==> src/rtl/mouse_pos_tracker.sv <==
// rtl/mouse_pos_tracker.sv - PS/2 mouse receiver and clamped cursor position tracker
module mouse_pos_tracker #(
  parameter int H_MAX   = 639,
  parameter int V_MAX   = 479,
  parameter int H_INIT  = 320,
  parameter int V_INIT  = 240,
  parameter int TIMEOUT = 50000
) (
  input  logic       clk,
  input  logic       reset,
  input  logic       ps2_clk,
  input  logic       ps2_data,
  output logic [9:0] PosH,
  output logic [9:0] PosV,
  output logic       BtnL,
  output logic       BtnR,
  output logic       pkt_valid,
  output logic       err
);

  localparam int TW = $clog2(TIMEOUT + 1);
  localparam logic [TW-1:0] TO_LAST = TW'(TIMEOUT - 1);
  localparam logic [TW-1:0] TO_SAT  = TW'(TIMEOUT);
  localparam logic signed [11:0] H_LIM = 12'(H_MAX);
  localparam logic signed [11:0] V_LIM = 12'(V_MAX);

  typedef enum logic [1:0] {IDLE, DATA, PARITY, STOP} rx_state_t;

  logic [2:0] clk_sync;
  logic [1:0] dat_sync;
  logic       fall;
  logic       bit_in;

  // Synchronisers idle high so reset never looks like a falling edge.
  always_ff @(posedge clk or posedge reset) begin
    if (reset) begin
      clk_sync <= 3'b111;
      dat_sync <= 2'b11;
    end else begin
      clk_sync <= {clk_sync[1:0], ps2_clk};
      dat_sync <= {dat_sync[0], ps2_data};
    end
  end

  assign fall   = clk_sync[2] & ~clk_sync[1];
  assign bit_in = dat_sync[1];

  rx_state_t   state;
  logic [2:0]  bit_cnt;
  logic [7:0]  shreg;
  logic        par_bit;
  logic [1:0]  idx;
  logic [TW-1:0] to_cnt;
  logic [5:0]  hdr;
  logic [7:0]  dx_byte;
  logic [7:0]  dy_byte;
  logic        upd;
  logic        byte_ok;
  logic        timeout_hit;

  assign byte_ok     = bit_in && (^{shreg, par_bit});
  assign timeout_hit = !fall && (to_cnt == TO_LAST) && ((state != IDLE) || (idx != 2'd0));

  always_ff @(posedge clk or posedge reset) begin
    if (reset) begin
      state   <= IDLE;
      bit_cnt <= '0;
      shreg   <= '0;
      par_bit <= 1'b0;
      idx     <= '0;
      to_cnt  <= '0;
      hdr     <= '0;
      dx_byte <= '0;
      dy_byte <= '0;
      upd     <= 1'b0;
      err     <= 1'b0;
    end else begin
      err <= 1'b0;
      upd <= 1'b0;
      if (fall)
        to_cnt <= '0;
      else if (to_cnt != TO_SAT)
        to_cnt <= to_cnt + 1'b1;

      if (timeout_hit) begin
        state <= IDLE;
        idx   <= '0;
        err   <= 1'b1;
      end else if (fall) begin
        case (state)
          IDLE: begin
            if (!bit_in) begin
              state   <= DATA;
              bit_cnt <= '0;
            end
          end
          DATA: begin
            shreg   <= {bit_in, shreg[7:1]};
            bit_cnt <= bit_cnt + 1'b1;
            if (bit_cnt == 3'd7)
              state <= PARITY;
          end
          PARITY: begin
            par_bit <= bit_in;
            state   <= STOP;
          end
          STOP: begin
            state <= IDLE;
            if (!byte_ok) begin
              err <= 1'b1;
              idx <= '0;
            end else begin
              case (idx)
                2'd0: begin
                  // Bit 3 is always set in a header byte; anything else is misaligned.
                  if (shreg[3]) begin
                    hdr <= {shreg[7:4], shreg[1:0]};
                    idx <= 2'd1;
                  end else begin
                    err <= 1'b1;
                  end
                end
                2'd1: begin
                  dx_byte <= shreg;
                  idx     <= 2'd2;
                end
                default: begin
                  dy_byte <= shreg;
                  idx     <= 2'd0;
                  upd     <= 1'b1;
                end
              endcase
            end
          end
          default: state <= IDLE;
        endcase
      end
    end
  end

  logic signed [11:0] dx;
  logic signed [11:0] dy;
  logic signed [11:0] h_new;
  logic signed [11:0] v_new;
  logic [9:0]         h_clamp;
  logic [9:0]         v_clamp;

  // hdr = {Yovf, Xovf, Ysign, Xsign, R, L}
  always_comb begin
    dx    = hdr[4] ? 12'sd0 : $signed({{4{hdr[2]}}, dx_byte});
    dy    = hdr[5] ? 12'sd0 : $signed({{4{hdr[3]}}, dy_byte});
    h_new = $signed({2'b00, PosH}) + dx;
    v_new = $signed({2'b00, PosV}) - dy;
    if (h_new < 0)
      h_clamp = '0;
    else if (h_new > H_LIM)
      h_clamp = H_LIM[9:0];
    else
      h_clamp = h_new[9:0];
    if (v_new < 0)
      v_clamp = '0;
    else if (v_new > V_LIM)
      v_clamp = V_LIM[9:0];
    else
      v_clamp = v_new[9:0];
  end

  always_ff @(posedge clk or posedge reset) begin
    if (reset) begin
      PosH      <= 10'(H_INIT);
      PosV      <= 10'(V_INIT);
      BtnL      <= 1'b0;
      BtnR      <= 1'b0;
      pkt_valid <= 1'b0;
    end else begin
      pkt_valid <= 1'b0;
      if (upd) begin
        PosH      <= h_clamp;
        PosV      <= v_clamp;
        BtnL      <= hdr[0];
        BtnR      <= hdr[1];
        pkt_valid <= 1'b1;
      end
    end
  end

endmodule
==> config.mk <==
export PLATFORM = sky130hd
export DESIGN_NAME = mouse_pos_tracker
export DESIGN_NICKNAME = d
export VERILOG_FILES = /design/src/rtl/mouse_pos_tracker.sv
export SDC_FILE = /design/constraint.sdc
export NUM_CORES = 1
export LEC_CHECK = 0
export BUFFER_PORTS_ARGS = -buffer_cell sky130_fd_sc_hd__buf_4
export CAP_MARGIN = 25
export CORE_MARGIN = 1
export CORE_UTILIZATION = 40
export DETAILED_ROUTE_END_ITERATION = 10
export GPL_ROUTABILITY_DRIVEN = 0
export PLACE_DENSITY_LB_ADDON = 0.2
export SLEW_MARGIN = 0
export SYNTH_ARGS = -nofsm -noshare
export SYNTH_HDL_FRONTEND = slang
export SYNTH_SLANG_ARGS = --single-unit
==> constraint.sdc <==
create_clock -name clk -period 2.6 [get_ports clk]
set_input_delay 0.13 -clock clk [delete_from_list [all_inputs] [get_ports clk]]
set_output_delay 0.13 -clock clk [all_outputs]
set_load 0.05 [all_outputs]
==> results of run 1 <==
==> synth_stat cells, types with 2 or more instances <==
library cell / number
sky130_fd_sc_hd__and2_1: 2
sky130_fd_sc_hd__o21a_1: 6
sky130_fd_sc_hd__o22ai_1: 9
sky130_fd_sc_hd__nor2b_1: 12
sky130_fd_sc_hd__dfrtp_1: 73
sky130_fd_sc_hd__nor2_1: 33
sky130_fd_sc_hd__nand2b_1: 16
sky130_fd_sc_hd__o211a_1: 2
sky130_fd_sc_hd__a32o_1: 2
sky130_fd_sc_hd__dfstp_2: 11
sky130_fd_sc_hd__fa_1: 2
sky130_fd_sc_hd__o21ai_0: 15
sky130_fd_sc_hd__inv_1: 31
sky130_fd_sc_hd__o21bai_1: 2
sky130_fd_sc_hd__or3_1: 4
sky130_fd_sc_hd__nand2_1: 33
sky130_fd_sc_hd__a311oi_1: 2
sky130_fd_sc_hd__clkbuf_1: 6
sky130_fd_sc_hd__xnor2_1: 23
sky130_fd_sc_hd__a21o_1: 5
sky130_fd_sc_hd__o211ai_1: 3
sky130_fd_sc_hd__and4_1: 3
sky130_fd_sc_hd__buf_2: 2
sky130_fd_sc_hd__and3_1: 7
sky130_fd_sc_hd__a2bb2oi_1: 8
sky130_fd_sc_hd__o2111ai_1: 2
sky130_fd_sc_hd__nand4_1: 5
sky130_fd_sc_hd__nand3_1: 8
sky130_fd_sc_hd__a21boi_0: 2
sky130_fd_sc_hd__o32ai_1: 2
sky130_fd_sc_hd__ha_1: 31
sky130_fd_sc_hd__o22a_1: 2
sky130_fd_sc_hd__a211oi_1: 5
sky130_fd_sc_hd__mux2_2: 36
sky130_fd_sc_hd__xor2_1: 11
sky130_fd_sc_hd__a21oi_1: 21
sky130_fd_sc_hd__nor3_1: 9
sky130_fd_sc_hd__o221ai_1: 2
==> per-layer routing <==
layer  wire (microns)  vias to the layer above
met5                0                        -
met3              356                       10
met2             5510                       53
met1             4990                     1897
met4              135                        0
li1                 -                     1833
==> logic make-up (layout without fill, tap and decap cells) <==
kind of cell / count (synthesis) / count (layout) / synth area share
and+or+nand+nor: 142 / 142 / 0.157
AOI/OAI and AO/OA: 98 / 99 / 0.140
DFF: 84 / 84 / 0.433
buffers and inverters: 42 / 126 / 0.0359
muxes: 37 / 37 / 0.0851
xor gates and xnor gates: 34 / 34 / 0.0610
adders and majority gates: 33 / 33 / 0.0877
==> power breakdown <==
group,internal [mW],total (mW),switching [mW]
clock,0.739,1.24,0.506
combinational,0.685,1.37,0.683
sequential,1.46,1.67,0.202
==> sequential cells by signal (all words and copies together) (netlist names), 3 cells and up <==
| signal | count |
|---|---|
| hdr | 6 |
| clk_sync | 3 |
| to_cnt | 16 |
| bit_cnt | 3 |
| shreg | 8 |
| dx_byte | 8 |
| PosH | 10 |
| dy_byte | 8 |
| PosV | 10 |
==> critical path: stages, from the launching register on <==
cell and delay (ps):
sky130_fd_sc_hd__dfrtp_1 400, sky130_fd_sc_hd__nor2b_1 130, sky130_fd_sc_hd__ha_2 190, sky130_fd_sc_hd__inv_2 40, sky130_fd_sc_hd__fa_2 360, sky130_fd_sc_hd__a21oi_4 210
sky130_fd_sc_hd__o22a_1 190, sky130_fd_sc_hd__a311oi_2 110, sky130_fd_sc_hd__o21ai_2 290, sky130_fd_sc_hd__o2111ai_4 250, sky130_fd_sc_hd__buf_4 210, sky130_fd_sc_hd__nor3_2 90
sky130_fd_sc_hd__o22ai_1 80
==> cell type report <==
cell class,instances,area share
Tap cell,143,0.0282
Timing Repair Buffer,80,0.101
Sequential cell,84,0.334
Clock inverter,4,0.00809
Clock buffer,11,0.0367
Inverter,31,0.0185
Multi-Input combinational cell,345,0.473
==> stage by stage <==
stage | hold WS, ps | setup TNS, ps | cells | total power, mW
CTS | 356 | -42.7 | 689 | 4.13
floorplan | 134 | 0 | 470 | 2.58
global placement | 239 | -772 | 663 | 2.77
finish | 355 | -87.4 | 698 | 4.28
global route | 360 | -1450 | 698 | 4.54
detailed placement | 240 | -2460 | 663 | 2.81
==> worst paths after layout <==
path | end | cells after the start
worst max-delay path | PosV[4] | 12
worst min-delay path | clk_sync[1] | 0
worst max register to register | PosV[4] | 12
worst min register to register | clk_sync[1] | 0
max in group asynchronous | PosV[7] | 4
min in group asynchronous | to_cnt[12] | 3
==> repair_timing <==
action	in CTS	in global routing
pin swaps	16	35
setup buffers	8	8
cloned	0	1
resized for setup	21	68
hold buffers	3	0
endpoints found under the setup margin	19	19
endpoints found under the hold margin	34	0
==> summary.txt, run 1 <==
Drt
  – Sum of routed wire length over all layers: ~11 mm
  – Post-DRT Antenna Nets: 0
  – Iteration count of the initial detailed-routing pass: 4
  – Starting DRT DRC Count: 175
  – # DRC: 0
  – Total number of vias: roughly 3800
  – Average routed wire per standard cell: ~16 microns
  – Vias per cell: 5.43

Clock tree
  – Total clock buffers created by CTS: 9
  – Worst-skew pair later-pin latency: around 340 ps
  – Number of H-tree branching levels: 3
  – CTS Sinks: 84
  – CTS max path bufs: 2
  – Clock transition time at the flip-flop clock pins of the worst setup and hold paths: 60 ps
  – TritonCTS clock tree: done
  – Buffer cell driving the clock tree root: sky130_fd_sc_hd__clkbuf_16

Layout
  – Post-route cell area: 6340 sq um
  – Footprint of the multi-input gates: ~3000 sq um
  – Net count, final: 588
  – Most common cell after layout, fill and taps aside: sky130_fd_sc_hd__buf_4
  – Antenna diode instance count: 0
  – Number of filler cells placed in the layout: around 1000
  – Growth of design area from synthesis to finish: 30.0%
  – FF+latch area: 2120 sq um
  – Highest-count cells in the layout ignoring fill and taps: 73 x sky130_fd_sc_hd__buf_4, 70 x sky130_fd_sc_hd__dfrtp_1, 34 x sky130_fd_sc_hd__mux2_2, 32 x sky130_fd_sc_hd__nor2_1, 31 x sky130_fd_sc_hd__nand2_1
  – Final core occ: 0.544
  – Share of final-layout standard cells stronger than drive strength 1: 0.391

STA
  – Final worst path period need: roughly 2600 ps
  – Setup ws final: -35.6 ps
  – RSZ-0062 raised after global routing: true
  – Tightest Pin Transition: about 650 ps
  – Clock tree skew after final layout: roughly 7 ps
  – Worst max-slew margin expressed relative to the limit: 0.567
  – Tcrit/Tclk final: 1.01
  – Fmax achieved: between 0.3 and 0.4 GHz
  – Final setup violating endpoints: 6
  – Final hold violation count: 0
  – Final number of max-transition violations: 0

Power
  – Reported leakage power: around 3 nW
  – Worst voltage drop across the vdd grid: 353 uV
  – Pwr Density: a little under 700 nW/um^2

Yosys
  – Yosys top cell area share: 0.374
  – Ys flop type: sky130_fd_sc_hd__dfrtp_1
  – Top cell type by total area after synthesis: sky130_fd_sc_hd__dfrtp_1
  – Area of the mapped netlist: roughly 4900 sq um
  – Count of flip-flops with a built-in enable after synthesis: 0
  – Share of flip-flops with an asynchronous set or reset: 1.00
  – Cell types with the largest area share after synthesis: sky130_fd_sc_hd__dfrtp_1 37%, sky130_fd_sc_hd__mux2_2 8.3%, sky130_fd_sc_hd__ha_1 7.9%, sky130_fd_sc_hd__dfstp_2 5.9%, sky130_fd_sc_hd__xnor2_1 4.1%
  – Number of warnings reported in the yosys synthesis log: 0
  – Post-Synthesis Cells: 470
  – Proportion of synthesized chip area in sequential cells: 0.433
  – Mean instance size in the synthesized netlist: 10.4 sq um
  – Nets in the synthesized netlist: approximately 510
  – Distinct cell type count of the synthesized netlist: 60
  – Synthesis-stage register bit count: between 80 and 90

Global routing
  – Gr ovfl total: 0
  – Initial antenna violation count: 0
  – Met1 Use GR: 0.232
  – Aggregate global-route resource usage: 0.179
  – GR Layer Usage met3: 0.0470
  – Vias in the first global route: 3751
  – Most crowded layer after global routing: met2
  – Maximum number of pins on one net before global-route repair: 50
  – Met2 Resource Use GR: 0.291
  – First-pass GRT wire length: ~18 mm

Floorplan
  – Initial cell density of the core: 0.419
  – Core area: 11700 sq um
  – Floorplan row count: 39
  – Die area: about 13000 sq um
  – Die height: between 100 and 150 microns
  – I/O pins: 28
  – Width of the die: about 110 microns

Critical path
  – Critical path data required time: ~2900 ps
  – Launching instance or port of the critical path: hdr[5]
  – Slack of the worst reg-to-reg path: -40 ps
  – Startpoint type of the worst setup path: flop
  – WS Path Type: reg2reg
  – Highest net fanout along the worst path: 5
  – Arr. time, crit path: approximately 2900 ps
  – Startpoint of the worst-slack reg-to-reg timing path: hdr[5]
  – CP Capture Type: flop

Hold path
  – Hold path startpoint: clk_sync[0]
  – Worst min path class: reg2reg

Run status
  – Outcome: finished with violations
  – Failing checks: setup timing

Place
  – Detailed placement HPWL: roughly 7.5 mm
  – Cell Area, Placed: around 5500 sq um
  – Worst-case setup slack after placement: -232 ps
  – I/O Buffers: 27

Job
  – Reported max-cap violation count: 0
Note: power is estimated with default switching activity, not from simulation.
==> inputs of run 2 (changes only) <==
--- a/config.mk
+++ b/config.mk
@@ -12,6 +12,7 @@
 export DETAILED_ROUTE_END_ITERATION = 10
 export GPL_ROUTABILITY_DRIVEN = 0
 export PLACE_DENSITY_LB_ADDON = 0.2
+export SKIP_LAST_GASP = 1
 export SLEW_MARGIN = 0
 export SYNTH_ARGS = -nofsm -noshare
 export SYNTH_HDL_FRONTEND = slang
==> summary.txt, run 2 (synthesis results as in run 1) <==
Place
  – Detailed placement HPWL: about 7.5 mm
  – Worst-case setup slack after placement: -232 ps
  – I/O Buffers: 27
  – Cell Area, Placed: between 5000 and 6000 sq um

Global routing
  – First-pass GRT wire length: 18.0 mm
  – Vias in the first global route: ~3800
  – Initial antenna violation count: 0
  – Maximum number of pins on one net before global-route repair: 50
  – Gr ovfl total: 0
  – Aggregate global-route resource usage: 0.179

Run status
  – Outcome: finished with violations
  – Failing checks: setup timing

Drt
  – Average routed wire per standard cell: 15.7 microns
  – Iteration count of the initial detailed-routing pass: 4
  – # DRC: 0
  – Starting DRT DRC Count: 165
  – Post-DRT Antenna Nets: 0
  – Total number of vias: roughly 3800
  – Vias per cell: roughly 5.4
  – Sum of routed wire length over all layers: roughly 11 mm

Layout
  – Number of filler cells placed in the layout: just over 1000
  – Top flop regs: to_cnt (16), PosH (10), PosV (10)
  – FF+latch area: 2120 sq um
  – Footprint of the multi-input gates: between 2000 and 3000 sq um
  – Flip-flop count of the largest register, all copies and words added: 16
  – Register name with the most flops: to_cnt
  – Antenna diode instance count: 0
  – Highest-count cells in the layout ignoring fill and taps: 74 x sky130_fd_sc_hd__buf_4, 70 x sky130_fd_sc_hd__dfrtp_1, 36 x sky130_fd_sc_hd__mux2_2, 32 x sky130_fd_sc_hd__nor2_1, 31 x sky130_fd_sc_hd__nand2_1
  – Post-route cell area: 6240 sq um
  – Share of final-layout standard cells stronger than drive strength 1: 0.368
  – Net count, final: between 500 and 600
  – Growth of design area from synthesis to finish: 27.9%
  – Most common cell after layout, fill and taps aside: sky130_fd_sc_hd__buf_4

Clock tree
  – CTS Sinks: 84
  – Clock transition time at the flip-flop clock pins of the worst setup and hold paths: ~60 ps
  – Buffer cell driving the clock tree root: sky130_fd_sc_hd__clkbuf_16
  – CTS max path bufs: 2
  – Total clock buffers created by CTS: 9
  – Worst-skew pair later-pin latency: approximately 340 ps
  – TritonCTS clock tree: done
  – Number of H-tree branching levels: 3

Critical path
  – Startpoint of the worst-slack reg-to-reg timing path: hdr[5]
  – Critical path data required time: between 2000 and 3000 ps
  – Bufs and invs on worst path: 2
  – Startpoint type of the worst setup path: flop
  – Slack of the worst reg-to-reg path: -20 ps
  – Worst path max stage delay: ~400 ps
  – Highest net fanout along the worst path: 5
  – Crit path cell chain: nor2b_1, ha_2, inv_2, fa_2, a21oi_4, o22a_1, a311oi_2, o21ai_2, o2111ai_4, buf_4, nor3_2, o22ai_1
  – WS Path Type: reg2reg
  – CP Capture Type: flop
  – Kind of cell adding the most delay to the critical path: compound AO/OA/AOI/OAI gates
  – Arr. time, crit path: about 2900 ps
  – Worst Reg2Reg Path Length in Cells: 12
  – Reg-to-Reg End: PosV[4]
  – Slowest stage cell on the critical path: sky130_fd_sc_hd__dfrtp_1

Power
  – Part of the power in combinational logic: 0.318
  – Reported leakage power: 2.98 nW
  – Cell-internal power: 2.88 mW
  – Power share of the clock group: 0.292
  – PnR Total Power: 4.26 mW
  – Psw: 1.38 mW
  – Switching portion of total power: 0.324
  – Sequential share of power: 0.390
  – Worst voltage drop across the vdd grid: 354 uV
  – Pwr Density: between 600 and 700 nW/um^2

Floorplan
  – I/O pins: 28
  – Die area: 12600 sq um
  – Initial cell density of the core: 0.419
  – Die height: 112 microns
  – Width of the die: around 110 microns
  – Floorplan row count: 39
  – Core area: 11700 sq um

Hold path
  – Hold worst-path end: clk_sync[1]
  – Hold path startpoint: clk_sync[0]
  – Worst min path class: reg2reg
  – Cells on Worst Hold Path: 0

STA
  – Worst max-slew margin expressed relative to the limit: 0.569
  – Setup ws final: -20.9 ps
  – Final worst path period need: 2620 ps
  – Final number of max-transition violations: 0
  – Final setup violating endpoints: 3
  – Hold slack: around 350 ps
  – Tcrit/Tclk final: 1.01
  – Fmax achieved: around 0.38 GHz
  – Tightest Pin Transition: roughly 650 ps
  – Final hold violation count: 0
  – RSZ-0062 raised after global routing: true
  – Clock tree skew after final layout: 6.59 ps

Job
  – Reported max-cap violation count: 0
run 2: through the flow:
| step | std cells | util | TNS [ps] |
|---|---|---|---|
| 4_1_cts | 689 | 0.507 | -47.9 |
| 2_1_floorplan | 470 | - | 0 |
| 3_3_place_gp | 663 | 0.469 | -772 |
| 5_1_grt | 697 | 0.535 | -1610 |
| 6_report | 697 | 0.535 | -41.5 |
| 3_5_place_dp | 663 | 0.469 | -2460 |
run 2: metal layers:
metal | track usage | share of wire
met5 | 0 | 0
met1 | 0.232 | 0.46
met3 | 0.0470 | 0.031
met2 | 0.290 | 0.50
met4 | 0.0631 | 0.012
run 2: power by group through the flow:
stage / clock, mW / sequential, mW / combinational (mW)
after global placement: 0 / 1.68 / 1.09
after detailed placement: 0 / 1.69 / 1.12
final: 1.24 / 1.66 / 1.36
after floorplan: 0 / 1.63 / 0.949
after CTS: 1.29 / 1.67 / 1.17
after global routing: 1.34 / 1.70 / 1.50
run 2: how the worst max path moves through the flow:
stage,from,end,slack (ps),cells after the start
after global placement,hdr[4],PosH[1],-110,8
after detailed placement,hdr[4],PosH[1],-230,11
after global routing,hdr[5],PosV[4],-160,12
after CTS,hdr[4],PosH[0],-20,11
after floorplan,PosH[1],PosH[1],50,9
final,hdr[5],PosV[4],-20,12
run 2: timing repair:
action,in CTS,in global routing
setup buffers,8,7
pin swaps,16,25
setup endpoints to repair,19,19
resized for setup,20,51
gates cloned,0,1
hold endpoints to repair,34,0
hold buffers,3,0
run 2: layout make-up:
type / count / area share
clock buffers: 11 / 0.0373
well taps: 143 / 0.0287
inverters: 31 / 0.0188
flip-flops and latches: 84 / 0.339
clock inverters: 4 / 0.00822
repair buffers: 79 / 0.0988
multi-input cells: 345 / 0.469
